**src/rtl/mem_arbiter.sv**
```systemverilog
// rtl/mem_arbiter.sv - shares one memory-controller port between instruction fetch and the load/store buffer
module mem_arbiter #(
  parameter int STARVE_LIMIT = 4
) (
  input  logic        clk_in,
  input  logic        rst_in,
  input  logic        rdy_in,
  input  logic        clear_signal,
  input  logic        if_req,
  input  logic [31:0] if_a,
  output logic [63:0] if_d,
  output logic        if_ack,
  input  logic        lsb_req,
  input  logic        lsb_wr,
  input  logic        lsb_signed,
  input  logic [1:0]  lsb_len,
  input  logic [31:0] lsb_a,
  input  logic [31:0] lsb_din,
  output logic [31:0] lsb_dout,
  output logic        lsb_ack,
  output logic        mc_instr_signal,
  output logic [31:0] mc_instr_a,
  input  logic [63:0] mc_instr_d,
  input  logic        mc_instr_done,
  output logic        mc_lsb_signal,
  output logic        mc_lsb_wr,
  output logic        mc_lsb_signed,
  output logic [1:0]  mc_lsb_len,
  output logic [31:0] mc_lsb_a,
  output logic [31:0] mc_lsb_din,
  input  logic [31:0] mc_lsb_dout,
  input  logic        mc_lsb_done,
  output logic        busy
);

  typedef enum logic [1:0] {IDLE, G_IF, G_LSB, COOL} state_t;

  localparam logic [3:0] LIMIT = 4'(STARVE_LIMIT);

  state_t     state, state_next;
  logic [3:0] starve_cnt;
  logic       grant_if, grant_lsb, fin_if, fin_lsb, abort;

  always_ff @(posedge clk_in) begin
    if (rst_in)
      state <= IDLE;
    else if (rdy_in)
      state <= state_next;
  end

  always_comb begin
    state_next = state;
    grant_if   = 1'b0;
    grant_lsb  = 1'b0;
    fin_if     = 1'b0;
    fin_lsb    = 1'b0;
    abort      = 1'b0;
    case (state)
      IDLE: begin
        if (!clear_signal) begin
          if (if_req && (!lsb_req || starve_cnt == LIMIT)) begin
            grant_if   = 1'b1;
            state_next = G_IF;
          end else if (lsb_req) begin
            grant_lsb  = 1'b1;
            state_next = G_LSB;
          end
        end
      end
      G_IF: begin
        if (clear_signal) begin
          abort      = 1'b1;
          state_next = IDLE;
        end else if (mc_instr_done) begin
          fin_if     = 1'b1;
          state_next = COOL;
        end
      end
      G_LSB: begin
        // Committed stores always run to completion, even across a flush.
        if (clear_signal && !mc_lsb_wr) begin
          abort      = 1'b1;
          state_next = IDLE;
        end else if (mc_lsb_done) begin
          fin_lsb    = 1'b1;
          state_next = COOL;
        end
      end
      COOL:    state_next = IDLE;
      default: state_next = IDLE;
    endcase
  end

  always_ff @(posedge clk_in) begin
    if (rst_in) begin
      starve_cnt      <= '0;
      if_d            <= '0;
      if_ack          <= 1'b0;
      lsb_dout        <= '0;
      lsb_ack         <= 1'b0;
      mc_instr_signal <= 1'b0;
      mc_instr_a      <= '0;
      mc_lsb_signal   <= 1'b0;
      mc_lsb_wr       <= 1'b0;
      mc_lsb_signed   <= 1'b0;
      mc_lsb_len      <= '0;
      mc_lsb_a        <= '0;
      mc_lsb_din      <= '0;
    end else if (rdy_in) begin
      if_ack  <= fin_if;
      lsb_ack <= fin_lsb;
      if (state == IDLE && !if_req)
        starve_cnt <= '0;
      if (grant_if) begin
        mc_instr_a      <= if_a;
        mc_instr_signal <= 1'b1;
        starve_cnt      <= '0;
      end
      if (grant_lsb) begin
        mc_lsb_wr     <= lsb_wr;
        mc_lsb_signed <= lsb_signed;
        mc_lsb_len    <= lsb_len;
        mc_lsb_a      <= lsb_a;
        mc_lsb_din    <= lsb_din;
        mc_lsb_signal <= 1'b1;
        if (if_req && starve_cnt != LIMIT)
          starve_cnt <= starve_cnt + 4'd1;
      end
      if (fin_if) begin
        if_d            <= mc_instr_d;
        mc_instr_signal <= 1'b0;
      end
      if (fin_lsb) begin
        lsb_dout      <= mc_lsb_dout;
        mc_lsb_signal <= 1'b0;
      end
      if (abort) begin
        mc_instr_signal <= 1'b0;
        mc_lsb_signal   <= 1'b0;
      end
    end else begin
      // Frozen cycles never produce an ack; everything else holds.
      if_ack  <= 1'b0;
      lsb_ack <= 1'b0;
    end
  end

  assign busy = (state != IDLE);

endmodule

```
**config.mk**
```make
export PLATFORM = sky130hd
export DESIGN_NAME = mem_arbiter
export DESIGN_NICKNAME = d
export VERILOG_FILES = /design/src/rtl/mem_arbiter.sv
export SDC_FILE = /design/constraint.sdc
export NUM_CORES = 1
export LEC_CHECK = 0
export BUFFER_PORTS_ARGS = -buffer_cell sky130_fd_sc_hd__buf_2
export CORE_AREA = 2 2 157 159
export DETAILED_ROUTE_END_ITERATION = 7
export DIE_AREA = 0 0 159 161
export PLACE_DENSITY = 0.69
export SYNTH_ARGS = -nofsm -noshare
export SYNTH_HDL_FRONTEND = slang
export SYNTH_SLANG_ARGS = --single-unit
export TNS_END_PERCENT = 30
```
**constraint.sdc**
```tcl
create_clock -name clk_in -period 1.95 [get_ports clk_in]
set_input_delay 0.2925 -clock clk_in [delete_from_list [all_inputs] [get_ports clk_in]]
set_output_delay 0.2925 -clock clk_in [all_outputs]
set_load 0.05 [all_outputs]
```
==> results.txt, run 1 <==
Total number of vias: 7165
RR Endpoint: mc_instr_a[21]
Design Area, Final: 0.0107 mm²
Sequential power share: 42.7%
P&R area growth vs syn: 43.8%
Final worst setup slack: 110 ps
Worst hold path type: in -> reg
P_int: 7.67 mW
Chip width: 159 µm
Initial Utilization: 31.1%
TritonCTS clock tree: done
Clock root cell: clkbuf_16
Number of max-cap violations: 0
Fin Clk Skew: 10.4 ps
Hpwl dp: 16300 µm
Synth Net Count: 1072
Port bufs: 404
Io pins: 405
WL/cell: 14.2 µm
Register area share after synthesis: 55.3%
Sw power: 2.56 mW
Syn Area/Cell: 8.65 µm²
Setup TNS Final: 0 ps
Antenna violations before repair: 3
Cell Rows: 57
Crit path max fanout: 4
Status: completed
Vias per inst: 4.50
DRC errors left: 0
Global placement routability congestion: 0.828
Synth Cell Area: 0.00745 mm²
Final Slew Violations: 0
DP Area: 0.00985 mm²
Total core area: 0.0240 mm²
Drt initial violations: 461
Max clock buf depth: 3
Clk_lat worst skew: 500 ps
Critical path required time: 1660 ps
Vias in the first global route: 6891
Switch share: 25.0%
Worst hold stages: 3
Hold Startpoint: lsb_len[0]
Clock net sink count: 206
Worst Hold End: mc_lsb_len[0]
Final min period: 1840 ps
Number of buffers created by CTS: 23
Reg2Reg Setup Slack: 160 ps
Area of the die: 0.0256 mm²
Critical Path End Type: output port
Lkg Pwr: 5.11 nW
Combinational Power Share: 11.5%
Syn Inst Count: 862
Yosys warns: 0
Layout cells sized above 1: 37.1%
Pre-CTS setup slack: 77.6 ps
Headroom to the max-slew limit: 66.3%
Commonest non-fill, non-tap cell in the layout: buf_2
CTS H-tree lvls: 1
Post-DRT Antenna Nets: 0
Area leader, netlist: dfxtp_1
Number of synthesized register bits: 206
Critical path class: reg -> out
First-pass GRT wire length: 35200 µm
Final Setup Violations: 0
Total track usage: 16.5%
Worst-path clk slew: 60 ps
R2R cell count: 7
Pwr Density: 955 mW/mm²
RR Startpoint: state[0]
Nets@finish: 1461
TritonRoute pass-1 iters: 4
Unrepaired setup endpoints after global routing: no
Count of different cell masters after synthesis: 31
Commonest cells after routing, fill and taps aside: buf_2 (402), nand2_1 (273), dfxtp_1 (206)
Largest net degree at the start of global routing: 81
Dominant cells by area after synthesis: dfxtp_1 (55%), nand2_1 (14%), a21oi_1 (9.0%), mux2i_1 (8.9%), nor2_1 (3.7%)
Die Height: 161 µm
Startpoint types: flip-flop
Area share of the largest cell type after synthesis: 55.3%
Final period utilization: 94.4%
Share of total power in the clock network: 45.8%
Fmax: 543 MHz
Worst-Margin Slew: 506 ps
Final hold vios: 0
Gr ovfl total: 0
Total Power: 10.2 mW
VDD IR max: 0.000630 V
Detailed Route WL: 22500 µm
Critical path arrival: 1550 ps
## worst max path at each step
stage                     cells after the start             end  startpoint
after global routing                          4            busy    state[0]
after global placement                        7   mc_lsb_din[7]    state[0]
after CTS                                     4            busy    state[0]
after floorplan                               7   mc_instr_a[1]    state[0]
final                                         4            busy    state[0]
after detailed placement                      7  mc_lsb_din[30]    state[0]
## layer usage
metal	up-vias	routed length [µm]	global-route usage (%)
li1	3578	-	-
met1	3254	9120	19.2
met2	288	10900	29.5
met3	43	1930	4.88
met4	2	572	5.17
met5	-	13	0
## sequential cells by signal, indices dropped and copies added, names as in the netlist
name and flops:
lsb_dout 32, mc_lsb_signed 1, mc_instr_signal 1, if_d 64, mc_instr_a 32, mc_lsb_len 2
starve_cnt 4, mc_lsb_signal 1, lsb_ack 1, mc_lsb_wr 1, mc_lsb_a 32, if_ack 1
state 2, mc_lsb_din 32
## power by group through the flow
| stage | registers, mW | logic [mW] | clock network [mW] |
|---|---|---|---|
| global route | 4.38 | 1.26 | 4.96 |
| finish | 4.37 | 1.18 | 4.69 |
| CTS | 4.37 | 1.18 | 4.81 |
| detailed placement | 4.46 | 1.17 | 0 |
| global placement | 4.46 | 1.16 | 0 |
| floorplan | 4.79 | 0.386 | 0 |
## cell families (layout without fill, tap and decap cells)
logic type	Yosys count	after routing	share of synthesized area, %
fa+ha+maj	6	6	1.01
flops	206	206	55.3
simple gates	364	364	19.2
buf+inv	70	474	4.67
mux	67	67	9.01
compound gates	149	149	10.8
other cells	0	2	0
## cell type report
type                       instances  area (µm²)
timing repair buffer             424        2300
clock buffer                      28         634
inverter                          10        37.5
fill                            2362       13200
sequential                       206        4120
antenna                            2        5.00
clock inverter                    12         190
multi-input combinational        586        3020
tap                              324         405
## synthesized netlist by cell type
cell type,number
o21ai_0,3
a21boi_0,1
a21oi_1,134
nand4_1,1
nor3_1,2
o2111ai_1,2
a311oi_1,1
buf_4,8
mux2i_1,66
nor2b_1,1
and3_1,4
a22oi_1,2
nor2_1,74
clkbuf_1,32
buf_2,17
a31oi_1,1
buf_8,3
nand2_1,273
o2111ai_2,1
nand3_1,4
nand2b_1,1
ha_1,6
o2111a_1,2
nand3b_4,2
a211oi_4,1
o211ai_1,1
inv_1,10
nor4_1,1
mux2_2,1
and2b_1,1
dfxtp_1,206
## per-stage QoR
step           std cells  hold slack (ps)  util, %
6_report            1592             22.8     44.7
5_1_grt             1592             11.7     44.7
4_1_cts             1588            0.257     44.6
3_5_place_dp        1546              443     41.1
3_3_place_gp        1546              439     41.1
2_1_floorplan        862              428        -
## worst max-delay path, stage by stage, from the launching register on
cell and delay (ps):
dfxtp_1 350, inv_1 80, ha_1 270, inv_1 170, buf_6 180
## what timing repair did
action / in CTS / in global routing
gates resized for setup: 1 / 1
pin swaps: 0 / 1
gates cloned: 0 / 0
endpoints found under the hold margin: 2 / 0
buffers inserted: 0 / 2
hold buffers: 2 / 0
setup endpoints to repair: 1 / 49
Power figures use the tool's default switching activity.
==> run 2: changes to the inputs <==
--- a/config.mk
+++ b/config.mk
@@ -10,6 +10,7 @@
 export DETAILED_ROUTE_END_ITERATION = 7
 export DIE_AREA = 0 0 159 161
 export PLACE_DENSITY = 0.69
+export RECOVER_POWER = 25
 export SYNTH_ARGS = -nofsm -noshare
 export SYNTH_HDL_FRONTEND = slang
 export SYNTH_SLANG_ARGS = --single-unit
==> run 2 against run 1 <==
Compared with the run above: worst setup slack worse by 11 ps; utilization fell by 0.52 points; register-to-register slack is essentially flat; final cell count stayed put; clock power is essentially flat; count of clock-buffer cells in the layout unchanged; non-clock buffer count unchanged; global-route usage did not move; final area decreased by 1.2%.
==> results.txt, run 2 (synthesis results as in run 1) <==
WL/cell: 14.2 µm
Number of buffers created by CTS: 23
P_int: 7.66 mW
Final Slew Violations: 0
Placed insts: 1546
Critical Path Slowest Stage Cell: dfxtp_1
DP Area: 0.00985 mm²
Design Area, Final: 0.0106 mm²
Global placement routability congestion: 0.828
Largest net degree at the start of global routing: 81
Worst path cell trace: inv_1 > ha_1 > inv_1 > buf_6
Crit path from: state[0]
Worst hold path type: in -> reg
Pwr Density: 964 mW/mm²
DRC errors left: 0
TritonCTS clock tree: done
Max clock buf depth: 3
Sw power: 2.56 mW
Clock root cell: clkbuf_16
Critical path required time: 1660 ps
Switch share: 25.0%
RR Startpoint: state[0]
Crit path max fanout: 4
Worst-Margin Slew: 654 ps
Total number of vias: 7167
Cell Rows: 57
TritonRoute pass-1 iters: 5
Setup TNS Final: 0 ps
Fmax: 540 MHz
CTS H-tree lvls: 1
Critical Path End Type: output port
Final cell count without fillers: 1592
Area of the die: 0.0256 mm²
Worst Path Buf+Inv: 3
Number of max-cap violations: 0
Antenna violations before repair: 3
Commonest cells after routing, fill and taps aside: buf_2 (305), nand2_1 (273), dfxtp_1 (206)
Total track usage: 16.5%
Chip width: 159 µm
VDD IR max: 0.000626 V
Vias in the first global route: 6891
Clk_lat worst skew: 500 ps
Total Power: 10.2 mW
Clock net sink count: 206
Headroom to the max-slew limit: 56.6%
Drt initial violations: 449
P&R area growth vs syn: 42.1%
Max reg flops: 64
Final period utilization: 95.0%
Io pins: 405
Port bufs: 404
Hold Startpoint: lsb_len[0]
Vias per inst: 4.50
Hpwl dp: 16300 µm
CP most frequent cell: inv_1
Final min period: 1850 ps
Post-DRT Antenna Nets: 0
Fin Clk Skew: 10.9 ps
Die Height: 161 µm
Detailed Route WL: 22500 µm
Layout cells sized above 1: 29.4%
Critical path class: reg -> out
Commonest non-fill, non-tap cell in the layout: buf_2
Final hold vios: 0
Status: completed
Final Setup Violations: 0
Initial Utilization: 31.1%
First-pass GRT wire length: 35200 µm
Total core area: 0.0240 mm²
Worst-path clk slew: 60 ps
Sequential power share: 42.8%
Worst path max stage delay: 350 ps
Startpoint types: flip-flop
Share of total power in the clock network: 45.8%
Critical path arrival: 1560 ps
Nets@finish: 1461
Combinational Power Share: 11.4%
CP top delay family: buffers and inverters
Top reg by flops: if_d
Lkg Pwr: 4.69 nW
Unrepaired setup endpoints after global routing: no
Gr ovfl total: 0
==> run 2: cell types whose count changed in the layout (fill, tap and decap cells not counted), sizes merged <==
cell and delta:
buf -98, clkbuf +98
==> run 2: path summary, 6_finish.rpt <==
check,to,slack [ps],cells past startpoint
setup reg to reg,mc_lsb_a[23],170,7
hold reg to reg,if_d[15],450,2
hold / removal,mc_lsb_len[0],20,3
setup / recovery,busy,100,4
==> run 2: timing repair <==
action / in CTS / in global routing
hold buffers: 2 / 0
buffers inserted: 0 / 2
pin swaps: 0 / 1
setup endpoints to repair: 1 / 49
gates resized for setup: 1 / 1
hold endpoints to repair: 2 / 0
gates cloned: 0 / 0
==> run 2: cell type report <==
| class | instances | area (µm²) |
|---|---|---|
| clock inverters | 12 | 190 |
| flip-flops and latches | 206 | 4120 |
| fillers | 2417 | 13400 |
| diodes | 2 | 5.00 |
| inverters | 10 | 37.5 |
| multi-input cells | 586 | 3020 |
| repair buffers | 424 | 2180 |
| clock buffers | 28 | 634 |
| well taps | 324 | 405 |
==> run 2: stage by stage <==
stage / setup slack [ps] / util [%] / hold slack [ps]
after CTS: 35.2 / 44.6 / 0.257
after global placement: 141 / 41.1 / 439
after global routing: 9.97 / 44.2 / 11.7
after detailed placement: 77.6 / 41.1 / 443
final: 98.2 / 44.2 / 22.8
after floorplan: 198 / - / 428
==> run 2: layer usage <==
metal | track usage, % | vias up | wire, µm | part of all wire (%)
li1 | - | 3581 | - | -
met1 | 19.2 | 3253 | 9210 | 41
met2 | 29.5 | 292 | 10800 | 48
met3 | 4.88 | 41 | 1900 | 8.4
met4 | 5.17 | 0 | 589 | 2.6
met5 | 0 | - | 0 | 0
==> run 2: power groups by stage <==
| stage | clock network, mW | registers (mW) | logic, mW |
|---|---|---|---|
| floorplan | 0 | 4.79 | 0.386 |
| global placement | 0 | 4.46 | 1.16 |
| detailed placement | 0 | 4.46 | 1.17 |
| CTS | 4.81 | 4.37 | 1.18 |
| global route | 4.96 | 4.38 | 1.25 |
| finish | 4.68 | 4.37 | 1.16 |
==> run 2: worst register-to-register path: stages, from the launching register on <==
cell       delay, ps
dfxtp_1          320
inv_1            100
ha_1             260
and2b_1          250
o2111ai_4        290
buf_12           270
nand2_1           90
a21oi_1           70
==> run 3: changes to the inputs <==
--- a/config.mk
+++ b/config.mk
@@ -5,6 +5,7 @@
 export SDC_FILE = /design/constraint.sdc
 export NUM_CORES = 1
 export LEC_CHECK = 0
+export ABC_CLOCK_PERIOD_IN_PS = 1950
 export BUFFER_PORTS_ARGS = -buffer_cell sky130_fd_sc_hd__buf_2
 export CORE_AREA = 2 2 157 159
 export DETAILED_ROUTE_END_ITERATION = 7
==> constraint.sdc (replaced) <==
create_clock -name clk_in -period 1.95 [get_ports clk_in]
set_input_delay 0.39 -clock clk_in [delete_from_list [all_inputs] [get_ports clk_in]]
set_output_delay 0.39 -clock clk_in [all_outputs]
set_load 0.05 [all_outputs]
==> run 3 against run 2 <==
Compared with the run above: combinational power is essentially flat; clock power shrank 1%; via count shrank 0.60%; final cell count shrank 0.31%; die area is the same; register-to-register slack lost 20 ps; final area shrank 0.52%; global-route usage shrank 0.19 points; sequential cell count is the same; critical endpoint unchanged.
==> results.txt, run 3 (synthesis results as in run 1) <==
Status: completed
Startpoint types: flip-flop
R2R cell count: 7
Nets@finish: 1455
Crit path capture: busy
Total core area: 0.0240 mm²
First-pass GRT wire length: 34600 µm
Final period utilization: 96.5%
Clock net sink count: 206
VDD IR max: 0.000544 V
Commonest cells after routing, fill and taps aside: buf_2 (307), nand2_1 (273), dfxtp_1 (206)
Worst-path clk slew: 60 ps
RR Endpoint: mc_instr_a[19]
Design Area, Final: 0.0105 mm²
Layout cells sized above 1: 29.2%
Gr ovfl total: 0
Number of max-cap violations: 0
Critical Path End Type: output port
DP Area: 0.00984 mm²
Lkg Pwr: 4.67 nW
DRC errors left: 0
Final min period: 1880 ps
Critical path arrival: 1490 ps
Area of the die: 0.0256 mm²
Crit path max fanout: 7
TritonCTS clock tree: done
Vias per inst: 4.49
Headroom to the max-slew limit: 57.1%
Total track usage: 16.4%
Final Setup Violations: 0
Cell Rows: 57
Pwr Density: 963 mW/mm²
Port bufs: 404
Total number of vias: 7124
Post-CTS Hold Fix Bufs: 0
CTS H-tree lvls: 1
Setup TNS Final: 0 ps
Drt initial violations: 441
Reg2Reg Setup Slack: 150 ps
TritonRoute pass-1 iters: 4
Global placement routability congestion: 0.828
Chip width: 159 µm
Min Hold Slack: 114 ps
Clk_lat worst skew: 510 ps
# fillers: 2435
P&R area growth vs syn: 41.4%
WL/cell: 14.1 µm
Final Slew Violations: 0
Number of buffers created by CTS: 23
Max reg flops: 64
Antenna violations before repair: 4
Largest net degree at the start of global routing: 77
Max clock buf depth: 3
Unrepaired setup endpoints after global routing: no
Crit path from: state[1]
Critical path class: reg -> out
Io pins: 405
Worst-Margin Slew: 646 ps
Initial Utilization: 31.1%
Worst hold stages: 3
Clock root cell: clkbuf_16
Detailed Route WL: 22400 µm
RR Startpoint: state[1]
Fin Clk Skew: 6.79 ps
Commonest non-fill, non-tap cell in the layout: buf_2
Worst hold path type: in -> reg
Post-DRT Antenna Nets: 0
Fmax: 532 MHz
Top reg by flops: if_d
Vias in the first global route: 6864
Final hold vios: 0
Die Height: 161 µm
Critical path required time: 1560 ps
Hpwl dp: 16300 µm
## run 3: changes by cell type in the layout (fill, tap and decap cells not counted), moves of 2 or more
cell	before	now
buf_2	305	307
clkinv_2	5	2
buf_4	8	4
dlygate4sd3_1	2	0
clkbuf_1	99	101
## run 3: critical path, cell delays in order, from the launching register on
cell and delay, ps:
dfxtp_1 310, inv_1 120, ha_2 300, inv_2 100, buf_6 160
## run 3: where the power goes
group | switching, mW | internal, mW | total (mW)
clock network | 1.68 | 2.95 | 4.63
registers | 0.0542 | 4.31 | 4.37
logic | 0.776 | 0.375 | 1.15
## run 3: through the flow
step | utilization, % | instances | worst slack [ps] | power, mW
floorplan | - | 862 | 198 | 5.18
global placement | 41.1 | 1544 | 177 | 5.60
detailed placement | 41.1 | 1544 | 114 | 5.62
CTS | 44.5 | 1585 | 51.6 | 10.3
global route | 44.0 | 1587 | 6.94 | 10.5
finish | 44.0 | 1587 | 68.5 | 10.1
## run 3: layout make-up
cell class / count / area, µm² / area share, %
clock buffer: 32 / 639 / 6.07
multi-input combinational: 586 / 3000 / 28.5
antenna: 2 / 5.00 / 0.0475
clock inverter: 9 / 176 / 1.67
timing repair buffer: 418 / 2150 / 20.4
tap: 324 / 405 / 3.85
inverter: 10 / 37.5 / 0.356
sequential: 206 / 4120 / 39.1
## run 3: repair_timing
action | CTS | global route
endpoints found under the setup margin | 1 | 0
buffers inserted | 0 | 0
gates resized for setup | 4 | 0
## run 3: metal layers
layer	vias up	GRT usage, %	part of all wire (%)	wire, µm
met5	-	0	0.14	32
met4	4	7.07	3.6	798
met3	62	5.08	8.4	1890
met2	300	28.8	48	10700
met1	3200	18.3	40	8910
li1	3558	-	-	-
## run 3: how the worst min path moves through the flow
stage | end | start
finish | lsb_dout[20] | mc_lsb_dout[20]
global route | lsb_dout[25] | mc_lsb_dout[25]
CTS | if_d[24] | mc_instr_d[24]
detailed placement | if_d[63] | if_d[63]
global placement | mc_lsb_din[4] | mc_lsb_din[4]
floorplan | starve_cnt[3] | starve_cnt[3]
